File: src/rtl/nabp_angle_sequencer_pkg.sv
// Shared types and default geometry for the NABP angle sequencer and its helpers.
// Angle width follows the global kAngleLength configuration value.
package nabp_angle_sequencer_pkg;

  localparam int kAngleLength   = 9;
  localparam int ANGLE_W_DEF    = kAngleLength;
  localparam int ANGLE_MOD_DEF  = 180;
  localparam int ANGLE_STEP_DEF = 1;

  typedef enum logic [2:0] {
    IDLE  = 3'd0,
    READY = 3'd1,
    ACK   = 3'd2,
    DRAIN = 3'd3,
    DONE  = 3'd4
  } angle_seq_state_t;

endpackage

File: src/rtl/nabp_angle_wrap_counter.sv
// Loadable modular accumulator: value advances by STEP and wraps at MOD.
// Shared with the LUT address generators.
module nabp_angle_wrap_counter
  import nabp_angle_sequencer_pkg::*;
#(
  parameter int W    = ANGLE_W_DEF,
  parameter int MOD  = ANGLE_MOD_DEF,
  parameter int STEP = ANGLE_STEP_DEF
) (
  input  logic         clk,
  input  logic         reset,
  input  logic         load_i,
  input  logic [W-1:0] load_val_i,
  input  logic         en_i,
  output logic [W-1:0] value_o
);

  localparam logic [W:0] MOD_EXT  = (W+1)'(MOD);
  localparam logic [W:0] STEP_EXT = (W+1)'(STEP);

  logic [W-1:0] cur_q;
  logic [W-1:0] cur_d;
  logic [W:0]   sum;

  // One extra bit keeps cur+STEP exact before the single conditional subtract.
  always_comb begin
    sum   = {1'b0, cur_q} + STEP_EXT;
    cur_d = cur_q;
    if (load_i) begin
      cur_d = load_val_i;
    end else if (en_i) begin
      cur_d = (sum >= MOD_EXT) ? W'(sum - MOD_EXT) : sum[W-1:0];
    end
  end

  always_ff @(posedge clk) begin
    if (reset) begin
      cur_q <= '0;
    end else begin
      cur_q <= cur_d;
    end
  end

  assign value_o = cur_q;

endmodule

File: src/rtl/nabp_angle_sequencer.sv
// Host-side angle source feeding the swap control: issues start, start+STEP, ... (mod MOD)
// one angle per request/ack, flags remaining angles and reports completion.
module nabp_angle_sequencer
  import nabp_angle_sequencer_pkg::*;
#(
  parameter int ANGLE_W    = ANGLE_W_DEF,
  parameter int ANGLE_MOD  = ANGLE_MOD_DEF,
  parameter int ANGLE_STEP = ANGLE_STEP_DEF
) (
  input  logic               clk,
  input  logic               reset,
  input  logic               host_start,
  input  logic               host_abort,
  input  logic               host_hold,
  input  logic [ANGLE_W-1:0] start_angle,
  input  logic [ANGLE_W-1:0] num_angles,
  output logic               host_busy,
  output logic               host_done,
  output logic               host_err,
  input  logic               hs_next_angle,
  output logic [ANGLE_W-1:0] hs_angle,
  output logic               hs_next_angle_ack,
  output logic               hs_has_next_angle,
  output angle_seq_state_t   dbg_state_o
);

  // Handshake: hs_next_angle is a level request; each accepted request yields exactly one
  // single-cycle hs_next_angle_ack with hs_angle valid in that cycle. The request is not
  // consumed by the ack, so a request left high is served again two cycles later.

  localparam logic [ANGLE_W:0] MOD_EXT = (ANGLE_W+1)'(ANGLE_MOD);

  angle_seq_state_t   state_q, state_d;
  logic [ANGLE_W-1:0] rem_q, rem_d;
  logic [ANGLE_W-1:0] angle_q, angle_d;
  logic               has_next_q, has_next_d;
  logic               err_q, err_d;
  logic               start_valid;
  logic               load_cur;
  logic [ANGLE_W-1:0] cur_val;

  assign start_valid = (num_angles != '0)
                    && ({1'b0, num_angles} <= MOD_EXT)
                    && ({1'b0, start_angle} < MOD_EXT);

  nabp_angle_wrap_counter #(
    .W    (ANGLE_W),
    .MOD  (ANGLE_MOD),
    .STEP (ANGLE_STEP)
  ) u_cur (
    .clk        (clk),
    .reset      (reset),
    .load_i     (load_cur),
    .load_val_i (start_angle),
    .en_i       (state_q == ACK),
    .value_o    (cur_val)
  );

  always_comb begin
    state_d  = state_q;
    rem_d    = rem_q;
    angle_d  = angle_q;
    err_d    = 1'b0;
    load_cur = 1'b0;
    case (state_q)
      IDLE: begin
        if (host_start && !host_abort) begin
          if (start_valid) begin
            state_d  = READY;
            rem_d    = num_angles;
            load_cur = 1'b1;
          end else begin
            err_d = 1'b1;
          end
        end
      end
      READY: begin
        if (host_abort) begin
          state_d = IDLE;
        end else if (hs_next_angle) begin
          if (rem_q != '0) begin
            if (!host_hold) begin
              state_d = ACK;
              angle_d = cur_val;
            end
          end else begin
            state_d = DONE;
          end
        end
      end
      ACK: begin
        rem_d = rem_q - ANGLE_W'(1);
        if (host_abort) begin
          state_d = IDLE;
        end else if (rem_q != ANGLE_W'(1)) begin
          state_d = READY;
        end else begin
          state_d = DRAIN;
        end
      end
      DRAIN: begin
        if (host_abort) begin
          state_d = IDLE;
        end else if (hs_next_angle) begin
          state_d = DONE;
        end
      end
      DONE: begin
        state_d = IDLE;
      end
      default: begin
        state_d = IDLE;
      end
    endcase
    // Registered flag: during ACK it still reflects the count before the decrement.
    has_next_d = ((state_d == READY) || (state_d == ACK)) && (rem_d != '0);
  end

  always_ff @(posedge clk) begin
    if (reset) begin
      state_q    <= IDLE;
      rem_q      <= '0;
      angle_q    <= '0;
      has_next_q <= 1'b0;
      err_q      <= 1'b0;
    end else begin
      state_q    <= state_d;
      rem_q      <= rem_d;
      angle_q    <= angle_d;
      has_next_q <= has_next_d;
      err_q      <= err_d;
    end
  end

  assign host_busy         = (state_q == READY) || (state_q == ACK) || (state_q == DRAIN);
  assign host_done         = (state_q == DONE);
  assign host_err          = err_q;
  assign hs_angle          = angle_q;
  assign hs_next_angle_ack = (state_q == ACK);
  assign hs_has_next_angle = has_next_q;
  assign dbg_state_o       = state_q;

endmodule

File: config.mk
export PLATFORM = sky130hd
export DESIGN_NAME = nabp_angle_sequencer
export DESIGN_NICKNAME = d
export VERILOG_FILES = /design/src/rtl/nabp_angle_sequencer_pkg.sv /design/src/rtl/nabp_angle_wrap_counter.sv /design/src/rtl/nabp_angle_sequencer.sv
export SDC_FILE = /design/constraint.sdc
export NUM_CORES = 1
export LEC_CHECK = 0
export ABC_CLOCK_PERIOD_IN_PS = 2600
export BUFFER_PORTS_ARGS = -buffer_cell sky130_fd_sc_hd__buf_2
export CAP_MARGIN = 0
export CORE_MARGIN = 3
export CORE_UTILIZATION = 50
export CTS_BUF_LIST = sky130_fd_sc_hd__clkbuf_4 sky130_fd_sc_hd__clkbuf_8
export DETAILED_ROUTE_END_ITERATION = 10
export PLACE_DENSITY = 0.78
export SYNTH_ARGS = -nofsm -noshare
export SYNTH_HDL_FRONTEND = slang
export SYNTH_SLANG_ARGS = --single-unit
File: constraint.sdc
create_clock -name clk -period 2.6 [get_ports clk]
set_input_delay 0.13 -clock clk [delete_from_list [all_inputs] [get_ports clk]]
set_output_delay 0.13 -clock clk [all_outputs]
set_load 0.005 [all_outputs]
Word level (Yosys, flattened, before mapping)

Index checks and enable logic that the tools add are counted.

$add $sub $neg: 3
Order comparisons: 3
Eq/ne operators: 7
Multiplexer cells: 21
Bitwise logic cells: 4
Reduce and logical (&&, ||, !) cells: 15

Operator list:

| kind                 | number |
|---|---|
| $mux 9               | 5 |
| $reduce_bool 9->1    | 3 |
| $mux 3               | 8 |
| $pmux 9 s2           | 1 |
| $pmux 3 s4           | 1 |
| $add 9x1->10 const B | 1 |
| $ge 10x8->1 const B  | 1 |
| $eq 3x2->1 const B   | 3 |
| $le 9x8->1 const B   | 1 |
| $lt 9x8->1 const B   | 1 |
| $ne 9x1->1 const B   | 1 |
| $sub 9x1->9 const B  | 1 |
| $sub 9x8->9 const B  | 1 |
| $eq 3x1->1 const B   | 2 |
| $reduce_and 5->1     | 1 |
| $logic_and 1x1->1    | 4 |
| $mux 1               | 4 |
| $mux 2               | 2 |
| $not 1->1            | 4 |
| $eq 3x3->1 const B   | 1 |
| $logic_not 3->1      | 1 |
| $logic_or 1x1->1     | 3 |
| $reduce_or 3->1      | 1 |
| $reduce_bool 2->1    | 1 |
| $logic_not 1->1      | 1 |

Register bits: 32
Input port bits: 24
Output and inout bits: 17
Word-level logic and storage cells: 59

Depth between registers and ports, before layout

Gate-level depths: netlist of run 1.

Depth after elaboration: 9
Depth in mapped cells: 12
Depth with buffers taken out: 10

By module

A second synthesis of run 1 with hierarchy kept.

Cells, all modules: 303
Area, all modules: 2,488.6 um^2

Modules (own cells, without submodules):

| module                  | instances | cells each | area each (um^2) | seq. area each (um^2) |
|---|---|---|---|---|
| nabp_angle_sequencer    | 1         | 169        | 1,427.6          | 460.4 |
| nabp_angle_wrap_counter | 1         | 134        | 1,061.0          | 180.2 |

Worst setup path before layout of run 1

OpenSTA, ideal clock, no wires.

Kind: reg2reg
Start point: register u_cur.cur_q[0], in the netlist u_cur.value_o[0]
End point: register u_cur.cur_q[8], in the netlist u_cur.value_o[8]
Arrival time: 2.618 ns
Setup slack: -0.104 ns
Cell stages (with the launch flop): 12
Buffers on the path: 2
Clock period less this slack: 2.704 ns
Path through: dfxtp_1 -> ha_1 -> clkbuf_1 -> xnor2_1 -> ha_1 -> a21boi_0 -> o221a_2 -> or2_1 -> buf_2 -> or3_1 -> mux2_2 -> a211oi_1

Word-level cells in the longest chain between the ends: 5
Elaborated cells on any way between the ends: 6
Those cells by class: 2 x add/sub; 1 x order compare; 3 x mux

Ends and longest elaborated chain:

| item                                              | RTL line                      | RTL |
|---|---|---|
| from (decl)                                       | nabp_angle_wrap_counter.sv:21 | `logic [W-1:0] cur_q;` |
| from (signal assigned)                            | nabp_angle_wrap_counter.sv:40 | `cur_q <= cur_d;` |
| $add 9x1->10 (*)                                  | nabp_angle_wrap_counter.sv:27 | `sum = {1'b0, cur_q} + STEP_EXT;` |
| $sub 9x8->9 / $ge 10x8->1 (equally long branches) | nabp_angle_wrap_counter.sv:32 | `cur_d = (sum >= MOD_EXT) ? W'(sum - MOD_EXT) : sum[W-1:0];` |
| $mux 9 (*)                                        | nabp_angle_wrap_counter.sv:32 |  |
| $mux 9 (*)                                        | nabp_angle_wrap_counter.sv:31 | `end else if (en_i) begin` |
| $mux 9 (*)                                        | nabp_angle_wrap_counter.sv:29 | `if (load_i) begin` |

Every way passes the cells marked *; elsewhere a longest branch is shown, timed or not. The select of a mux whose other input is x is not followed.
A chain may end at the register's enable or synchronous reset.

Worst setup path after layout of run 1

Ends and elaborated chain as after synthesis.

==> summary.txt, run 1 <==
Run status
  – Status: finished, final reports clean

Yosys
  – EDFF count, synth: 0
  – Post-synth net total: 299
  – Post-synth top area share: 30.9%
  – Syn Area/Cell: 7.74 µm²
  – Asr flop ratio synth: 0%
  – Most common cell in the synthesized netlist: nor2_1
  – Yosys reg bits: 32
  – Mapped cell area: 2070 µm²
  – Top cells by count, synth: nor2_1 (44), dfxtp_1 (32), nand2_1 (18)
  – Post-Syn Instances: 268
  – Ys Warns: 0
  – Synth top area cells: dfxtp_1 (31%), nor2_1 (8.0%), mux2i_1 (5.8%)
  – Synth unique cells: 53
  – Register area share after synthesis: 30.9%
  – Top FF cell, synth: dfxtp_1
  – Synth area leader: dfxtp_1

Clock tree
  – Clock slew at reported path FFs: 0.07 ns
  – Clock latency on the worst-skew pair: 0.29 ns
  – Max Root-Sink Buffers: 2
  – CTS root buf: clkbuf_8
  – CTS tree: built
  – Total CTS buffers: 5
  – Clk sinks: 32
  – Hold buffers post-CTS: 0
  – H-tree Lvls: 2

Critical path
  – CP Class: flip-flop to flip-flop
  – Worst path arrival time: 2.75 ns
  – Startpoint Class: flip-flop
  – Crit. Startpoint: u_cur.value_o[0]
  – Crit. End Element: flip-flop
  – Req. time, crit path: 2.82 ns
  – Reg2Reg Depth: 9
  – FF-to-FF Start: u_cur.value_o[0]
  – Max FO, Critical Path: 8

Worst hold path
  – Worst Hold Launch: start_angle[3]
  – HP Class: primary input to flip-flop
  – Hold path depth: 3

Global route
  – GR Util All Layers: 24.1%
  – Initial antenna violation count: 0
  – Largest net degree at the start of global routing: 33
  – Vias in the first global route: 2123
  – First-pass GRT wire length: 9760 µm
  – Total congestion overflow: 0

Cells and area
  – Fillers: 319
  – Share of cells above drive strength 1: 31.8%
  – Area Growth Syn to Fin: 30.6%
  – # diodes: 0
  – Layout Nets: 361
  – Design area: 2710 µm²

Place
  – Area after DPL: 2510 µm²
  – PortBufs: 40
  – Hpwl dp: 4420 µm
  – RePlAce Congestion: 0.940

Timing
  – Fin. max-slew vios: 0
  – Final Skew: 0.0118 ns
  – Least-Margin Pin Slew: 0.637 ns
  – Period utilization: 97.5%
  – Max Clk Rate: 394 MHz
  – RSZ-0062 raised after global routing: true
  – Relative slew slack: 57.4%
  – Hold Vio Cnt, Final: 0
  – Tmin final: 2.54 ns
  – Number of setup violations in the final report: 0

Pwr
  – VDD IR max: 0.286 mV
  – PD cells: 385 nW/µm²
  – Leakage power: 0.00118 µW
  – Overall Power: 1040 µW

Floorplan
  – Io pins: 41
  – Vert. Die Dim: 70.4 µm
  – Die width: 70.4 µm
  – Number of cell rows: 22
  – Core box area: 3830 µm²
  – Initial Utilization: 54.2%
  – Die ar.: 4960 µm²

Routing
  – Final WL: 6020 µm
  – DR DRC count: 0
  – Via count: 2294
  – Initial DRC count: 150
  – First-pass DRT Iterations: 5
  – Wire per inst: 15.9 µm
  – Vias per Instance: 6.07
  – ANT nets after route: 0

Job
  – Max-capacitance violation count: 0
-- logic make-up (layout without fill, tap and decap cells) --
kind of cell	count (synthesis)	in the layout	share of synthesized area, %
compound gates	64	64	21.5
xor+xnor	11	11	4.64
simple gates	114	114	26.3
fa+ha+maj	7	7	4.22
buf+inv	26	88	5.55
mux	14	14	6.88
flops	32	32	30.9
-- routing by layer --
metal	up-vias	wire [µm]	part of all wire, %	track usage, %
li1	1103	-	-	-
met3	9	488	8.1	5.47
met5	-	0	0	0
met1	1070	2640	44	31.8
met2	112	2810	47	39.0
met4	0	87	1.4	7.02
-- through the flow --
step	util, %	worst slack, ns	hold slack [ns]	cells	TNS (ns)
2_1_floorplan	-	-0.0117	0.213	268	-0.0117
3_3_place_gp	65.5	-0.153	0.414	370	-0.232
3_5_place_dp	65.5	-0.224	0.404	370	-0.727
4_1_cts	68.8	0.0249	0.106	377	0
5_1_grt	70.8	-0.0254	0.137	378	-0.0254
6_report	70.8	0.0650	0.114	378	0
-- critical path: stages (launching register included) --
cell and delay [ns]:
dfxtp_4 0.36, ha_4 0.20, and2_1 0.20, o21ai_0 0.20, a32oi_1 0.18, o221a_2 0.30, or2_4 0.26, or3_1 0.30
mux2_2 0.27, a211oi_2 0.20
-- path summary, 6_finish.rpt --
path	to	slack (ns)
worst max register to register	u_cur.value_o[8]	0.06
worst min-delay path	u_cur.value_o[3]	0.11
worst min register to register	hs_angle[8]	0.49
worst max-delay path	u_cur.value_o[8]	0.06
-- state kept, by name, indices dropped and copies added, names as in the netlist --
name	flops
u_cur.value_o	9
hs_has_next_angle	1
hs_angle	9
rem_q	9
dbg_state_o	3
host_err	1
-- what timing repair did --
| item | CTS | global route |
|---|---|---|
| pin swaps | 0 | 5 |
| buffers inserted | 0 | 1 |
| gates resized for setup | 6 | 17 |
| setup endpoints to repair | 2 | 8 |
-- placed cells by master, fill, tap and decap left out, drive strengths merged, types with 8 or more instances in the layout --
cell type,count
a21oi,12
dfxtp,32
nand2,19
xnor2,8
o21ai,13
mux2i,12
buf,73
nand3,15
inv,8
nor2,44
-- area by class of cell --
type / count / area (µm²) / area share (%)
clock buffers: 7 / 96.3 / 3.56
inverters: 8 / 30.0 / 1.11
well taps: 48 / 60.1 / 2.22
multi-input cells: 210 / 1430 / 52.6
repair buffers: 73 / 448 / 16.5
flip-flops and latches: 32 / 649 / 24.0
-- where the power goes --
group,total (µW),internal (µW),switching [µW]
clock network,418,236,182
registers,506,495,10.8
logic,118,53.5,64.3
Power figures use the tool's default switching activity.
==> inputs of run 2 (changes only) <==
- CORE_UTILIZATION: 50 -> 52
- PLACE_DENSITY: 0.78 -> 0.81
==> run 2 against run 1 <==
Combinational power decreased by 5%. Via count decreased by 1.6%. Die area decreased by 3.5%. Power decreased by 0.24%. Critical path depth unchanged. Clock skew decreased by 0.0065 ns. Global-route usage about the same. Worst hold slack got worse by 0.0086 ns. Routed wire length decreased by 2.9%. Worst setup slack improved by 0.011 ns. Highest routed layer unchanged.
==> summary.txt, run 2 (same netlist as run 1, synthesis figures left out) <==
Critical path
  – Crit. End Element: flip-flop (unchanged)
  – Max FO, Critical Path: 5 (was 8)
  – Worst path arrival time: 2.73 ns (was 2.75 ns)
  – Reg2Reg Depth: 9 (unchanged)
  – CP Class: flip-flop to flip-flop (unchanged)
  – Startpoint Class: flip-flop (unchanged)
  – Req. time, crit path: 2.81 ns (was 2.82 ns)

Timing
  – Least-Margin Pin Slew: 0.574 ns (was 0.637 ns)
  – Tmin final: 2.52 ns (was 2.54 ns)
  – Final worst slack: 0.0762 ns (was 0.0650 ns)
  – Final Skew: 0.00525 ns (was 0.0118 ns)
  – Number of setup violations in the final report: 0 (unchanged)
  – Fin. max-slew vios: 0 (unchanged)
  – Max Clk Rate: 396 MHz (was 394 MHz)
  – RSZ-0062 raised after global routing: false (was true)
  – Fin Hold WS: 0.105 ns (was 0.114 ns)
  – Hold Vio Cnt, Final: 0 (unchanged)
  – Relative slew slack: 61.7% (was 57.4%)
  – Period utilization: 97.1% (was 97.5%)

Cells and area
  – Commonest non-fill, non-tap cell in the layout: nor2_1 (unchanged)
  – Design area: 2640 µm² (was 2710 µm²)
  – Area Growth Syn to Fin: 27.1% (was 30.6%)
  – Post-layout util: 70.4% (was 70.8%)
  – Commonest cells after routing, fill and taps aside: nor2_1 (43), buf_2 (40), buf_4 (30) (was nor2_1 (43), buf_2 (40), buf_4 (33))
  – Layout Nets: 358 (was 361)
  – Fillers: 320 (was 319)
  – # diodes: 0 (unchanged)
  – Share of cells above drive strength 1: 29.6% (was 31.8%)

Clock tree
  – Clk sinks: 32 (unchanged)
  – H-tree Lvls: 2 (unchanged)
  – Post-CTS Setup Repair Bufs: 0 (unchanged)
  – Max Root-Sink Buffers: 2 (unchanged)
  – CTS root buf: clkbuf_8 (unchanged)
  – Clock slew at reported path FFs: 0.06 ns (was 0.07 ns)
  – Total CTS buffers: 5 (unchanged)
  – CTS tree: built (unchanged)
  – Clock latency on the worst-skew pair: 0.29 ns (about the same)

Global route
  – Total congestion overflow: 0 (unchanged)
  – Initial antenna violation count: 0 (unchanged)
  – Largest net degree at the start of global routing: 33 (unchanged)
  – GR Util All Layers: 24.1% (about the same)
  – Vias in the first global route: 2081 (was 2123)
  – First-pass GRT wire length: 9430 µm (was 9760 µm)

Place
  – Area after DPL: 2490 µm² (was 2510 µm²)
  – Hpwl dp: 4350 µm (was 4420 µm)
  – RePlAce Congestion: 0.935 (was 0.940)
  – PortBufs: 40 (unchanged)
  – Setup WS pre-CTS: -0.229 ns (was -0.224 ns)

Floorplan
  – Io pins: 41 (unchanged)
  – Number of cell rows: 22 (unchanged)
  – Die ar.: 4780 µm² (was 4960 µm²)
  – Die width: 69.2 µm (was 70.4 µm)
  – Initial Utilization: 55.4% (was 54.2%)
  – Core box area: 3740 µm² (was 3830 µm²)
  – Vert. Die Dim: 69.2 µm (was 70.4 µm)

Worst hold path
  – Hold path depth: 3 (unchanged)
  – HP Class: primary input to flip-flop (unchanged)

Routing
  – First-pass DRT Iterations: 4 (was 5)
  – Wire per inst: 15.5 µm (was 15.9 µm)
  – DR DRC count: 0 (unchanged)
  – ANT nets after route: 0 (unchanged)
  – Final WL: 5840 µm (was 6020 µm)
  – Via count: 2257 (was 2294)
  – Vias per Instance: 6.00 (was 6.07)
  – Initial DRC count: 154 (was 150)

Pwr
  – Leakage power: 0.00115 µW (was 0.00118 µW)
  – VDD IR max: 0.253 mV (was 0.286 mV)
  – Overall Power: 1040 µW (about the same)
  – PD cells: 394 nW/µm² (was 385 nW/µm²)

Job
  – Max-capacitance violation count: 0 (unchanged)

Run status
  – Status: finished, final reports clean (unchanged)
==> run 2: worst paths after layout <==
path                          from               end  slack [ns]
setup / recovery  u_cur.value_o[0]  u_cur.value_o[8]        0.08
setup reg to reg  u_cur.value_o[0]  u_cur.value_o[8]        0.08
hold reg to reg        hs_angle[4]       hs_angle[4]        0.49
hold / removal      start_angle[3]  u_cur.value_o[3]        0.10
==> run 2: layout make-up <==
type	instances	area (µm²)	area share, %
Timing Repair Buffer	70	425	16.1
Sequential cell	32	646	24.5
Clock buffer	8	97.6	3.70
Multi-Input combinational cell	210	1380	52.3
Tap cell	48	60.1	2.28
Inverter	8	30.0	1.14
==> run 2: repair_timing <==
action | CTS | global route
endpoints found under the hold margin | 0 | 0
setup endpoints to repair | 2 | 8
gates resized for setup | 2 | 10
hold buffers | 0 | 0
pin swaps | 0 | 1
==> run 2: metal layers <==
metal / GRT usage, % / vias to the layer above / share of wire (%)
met3: 5.25 / 21 / 5.4
met2: 39.1 / 72 / 48
li1: - / 1099 / -
met4: 13.7 / 0 / 3.7
met5: 0 / - / 0
met1: 29.3 / 1065 / 42
==> run 2: power by group <==
part / switching, µW / leakage, µW / internal (µW)
combinational: 61.2 / 0.000837 / 50.7
sequential: 10.7 / 0.000260 / 497
clock: 183 / 0.0000523 / 237
total: 255 / 0.00115 / 784
==> run 2: through the flow <==
stage / TNS (ns) / std cells
floorplan: -0.0117 / 268
global placement: -0.283 / 368
detailed placement: -0.543 / 368
CTS: 0 / 376
global route: 0 / 376
finish: 0 / 376
==> run 2: critical path, stage by stage, from the launching register on <==
cell	delay, ns
dfxtp_2	0.39
and3_4	0.24
xnor2_2	0.10
ha_2	0.20
a21boi_0	0.14
o221a_2	0.27
or2_1	0.29
or3_1	0.33
mux2_2	0.27
a211oi_1	0.21
==> inputs of run 3 (changes only) <==
- CORE_UTILIZATION: 52 -> 38
- GPL_ROUTABILITY_DRIVEN: default -> 0
- PLACE_DENSITY: 0.81 -> 0.59
==> run 3 against run 2 <==
Worst setup slack gained 0.016 ns. Cell area grew 5.8%. Combinational power grew 9.8%. Via count shrank 2.0%. Clock power grew 14%. Critical endpoint is now u_cur.value_o[7].
==> summary.txt, run 3 (same netlist as run 1, synthesis figures left out) <==
Clock tree
  – Post-CTS Setup Repair Bufs: 0 (unchanged)
  – CTS root buf: clkbuf_8 (unchanged)
  – CTS tree: built (unchanged)
  – Clock slew at reported path FFs: 0.07 ns (was 0.06 ns)
  – Max Root-Sink Buffers: 2 (unchanged)
  – Hold buffers post-CTS: 0 (unchanged)
  – H-tree Lvls: 2 (unchanged)
  – Clk sinks: 32 (unchanged)
  – Total CTS buffers: 5 (unchanged)
  – Clock latency on the worst-skew pair: 0.28 ns (was 0.29 ns)

Cells and area
  – Post-layout util: 53.6% (was 70.4%)
  – Commonest cells after routing, fill and taps aside: nor2_1 (43), buf_2 (40), buf_4 (38) (was nor2_1 (43), buf_2 (40), buf_4 (30))
  – Area Growth Syn to Fin: 34.5% (was 27.1%)
  – Layout Nets: 366 (was 358)
  – Commonest non-fill, non-tap cell in the layout: nor2_1 (unchanged)
  – # diodes: 0 (unchanged)
  – Fillers: 543 (was 320)
  – Share of cells above drive strength 1: 33.6% (was 29.6%)
  – Non-filler cells, final: 406 (was 376)

Routing
  – Vias per Instance: 5.45 (was 6.00)
  – Initial DRC count: 126 (was 154)
  – Wire per inst: 15.3 µm (was 15.5 µm)
  – ANT nets after route: 0 (unchanged)
  – Final WL: 6210 µm (was 5840 µm)
  – First-pass DRT Iterations: 4 (unchanged)
  – DR DRC count: 0 (unchanged)
  – Via count: 2212 (was 2257)

Timing
  – Least-Margin Pin Slew: 0.635 ns (was 0.574 ns)
  – Final Skew: 0.00589 ns (was 0.00525 ns)
  – Fin. max-slew vios: 0 (unchanged)
  – Number of setup violations in the final report: 0 (unchanged)
  – Max Clk Rate: 399 MHz (was 396 MHz)
  – Tmin final: 2.51 ns (was 2.52 ns)
  – RSZ-0062 raised after global routing: false (unchanged)
  – Period utilization: 96.5% (was 97.1%)
  – Relative slew slack: 57.7% (was 61.7%)
  – Hold Vio Cnt, Final: 0 (unchanged)

Floorplan
  – Io pins: 41 (unchanged)
  – Core box area: 5200 µm² (was 3740 µm²)
  – Number of cell rows: 26 (was 22)
  – Die ar.: 6380 µm² (was 4780 µm²)
  – Die width: 79.9 µm (was 69.2 µm)
  – Vert. Die Dim: 79.9 µm (was 69.2 µm)
  – Initial Utilization: 39.9% (was 55.4%)

Critical path
  – Worst path arrival time: 2.70 ns (was 2.73 ns)
  – Crit-path cells: buf_4 > and3_4 > xnor2_4 > ha_2 > a21boi_1 > o221a_2 > buf_4 > a2111o_1 > o311a_1 > xor2_1 > a211oi_1 (was and3_4 > xnor2_2 > ha_2 > a21boi_0 > o221a_2 > or2_1 > or3_1 > mux2_2 > a211oi_1)
  – Req. time, crit path: 2.79 ns (was 2.81 ns)
  – Most used cell, CP: buf_4
  – CP Class: flip-flop to flip-flop (unchanged)
  – Slowest cell on the critical path: a2111o_1 (was dfxtp_2)
  – Startpoint Class: flip-flop (unchanged)
  – CP peak stage delay: 0.37 ns (was 0.39 ns)
  – Max FO, Critical Path: 5 (unchanged)
  – Crit. End Element: flip-flop (unchanged)

Global route
  – GR Util All Layers: 20.6% (was 24.1%)
  – Initial antenna violation count: 0 (unchanged)
  – Largest net degree at the start of global routing: 33 (unchanged)
  – Vias in the first global route: 2048 (was 2081)
  – Total congestion overflow: 0 (unchanged)
  – First-pass GRT wire length: 10300 µm (was 9430 µm)

Run status
  – Status: finished, final reports clean (unchanged)

Worst hold path
  – HP Class: primary input to flip-flop (unchanged)

Place
  – Hpwl dp: 4690 µm (was 4350 µm)
  – PortBufs: 40 (unchanged)
  – # placed instances: 398 (was 368)

Pwr
  – PD cells: 397 nW/µm² (was 394 nW/µm²)
  – Overall Power: 1110 µW (was 1040 µW)
  – Leakage power: 0.00121 µW (was 0.00115 µW)
  – VDD IR max: 0.290 mV (was 0.253 mV)

Job
  – Max-capacitance violation count: 0 (unchanged)
==> run 3: cell count changes in the layout (fill, tap and decap cells not counted), moves of 2 or more <==
cell	before	now
ha_2	1	3
a2111oi_0	2	0
nand3_1	15	13
nand3_2	0	2
buf_4	30	38
dfxtp_2	4	2
dfxtp_1	28	30
==> run 3: where the power goes <==
group	total [µW]	switching (µW)	internal, µW
combinational	123	67.6	55.0
sequential	506	9.46	497
clock	478	183	295
==> run 3: area by class of cell <==
type / count / area (µm²) / area share, %
Timing Repair Buffer: 78 / 485 / 17.4
Clock buffer: 6 / 76.3 / 2.74
Sequential cell: 32 / 643 / 23.0
Multi-Input combinational cell: 210 / 1430 / 51.3
Tap cell: 70 / 87.6 / 3.14
Inverter: 8 / 30.0 / 1.08
Clock inverter: 2 / 35.0 / 1.26
==> run 3: layer usage <==
metal	track usage, %	routed length, µm	vias to the layer above
li1	-	-	1117
met1	29.8	3040	1026
met2	30.5	2710	64
met3	4.97	406	5
met4	5.07	47	0
met5	0	0	-
==> run 3: path summary, 6_finish.rpt <==
| kind | endpoint | slack, ns | startpoint | cells past startpoint |
|---|---|---|---|---|
| worst max register to register | u_cur.value_o[7] | 0.09 | u_cur.value_o[0] | 11 |
| worst min register to register | hs_angle[5] | 0.49 | hs_angle[5] | 2 |
| worst min-delay path | u_cur.value_o[3] | 0.10 | start_angle[3] | 3 |
| worst max-delay path | u_cur.value_o[7] | 0.09 | u_cur.value_o[0] | 11 |
==> run 3: stage by stage <==
step,TNS (ns),setup slack [ns],area [µm²],hold WS (ns)
floorplan,-0.0117,-0.0117,2100,0.213
global placement,-0.285,-0.173,2580,0.390
detailed placement,-0.557,-0.248,2580,0.397
CTS,0,0.00823,2700,0.0874
global route,0,0.0182,2790,0.108
finish,0,0.0918,2790,0.104
==> run 3: critical path, delay by kind of cell, from the launching register on <==
kind            cells  cell delay (ns)
flops               1             0.32
fa+ha+maj           1             0.20
xor+xnor            2             0.29
compound gates      5             1.12
buf+inv             2             0.29
simple gates        1             0.20
==> run 3: timing repair <==
| action | CTS | global route |
|---|---|---|
| endpoints found under the setup margin | 5 | 8 |
| hold endpoints to repair | 0 | 0 |
| pin swaps | 0 | 7 |
| gates resized for setup | 2 | 22 |
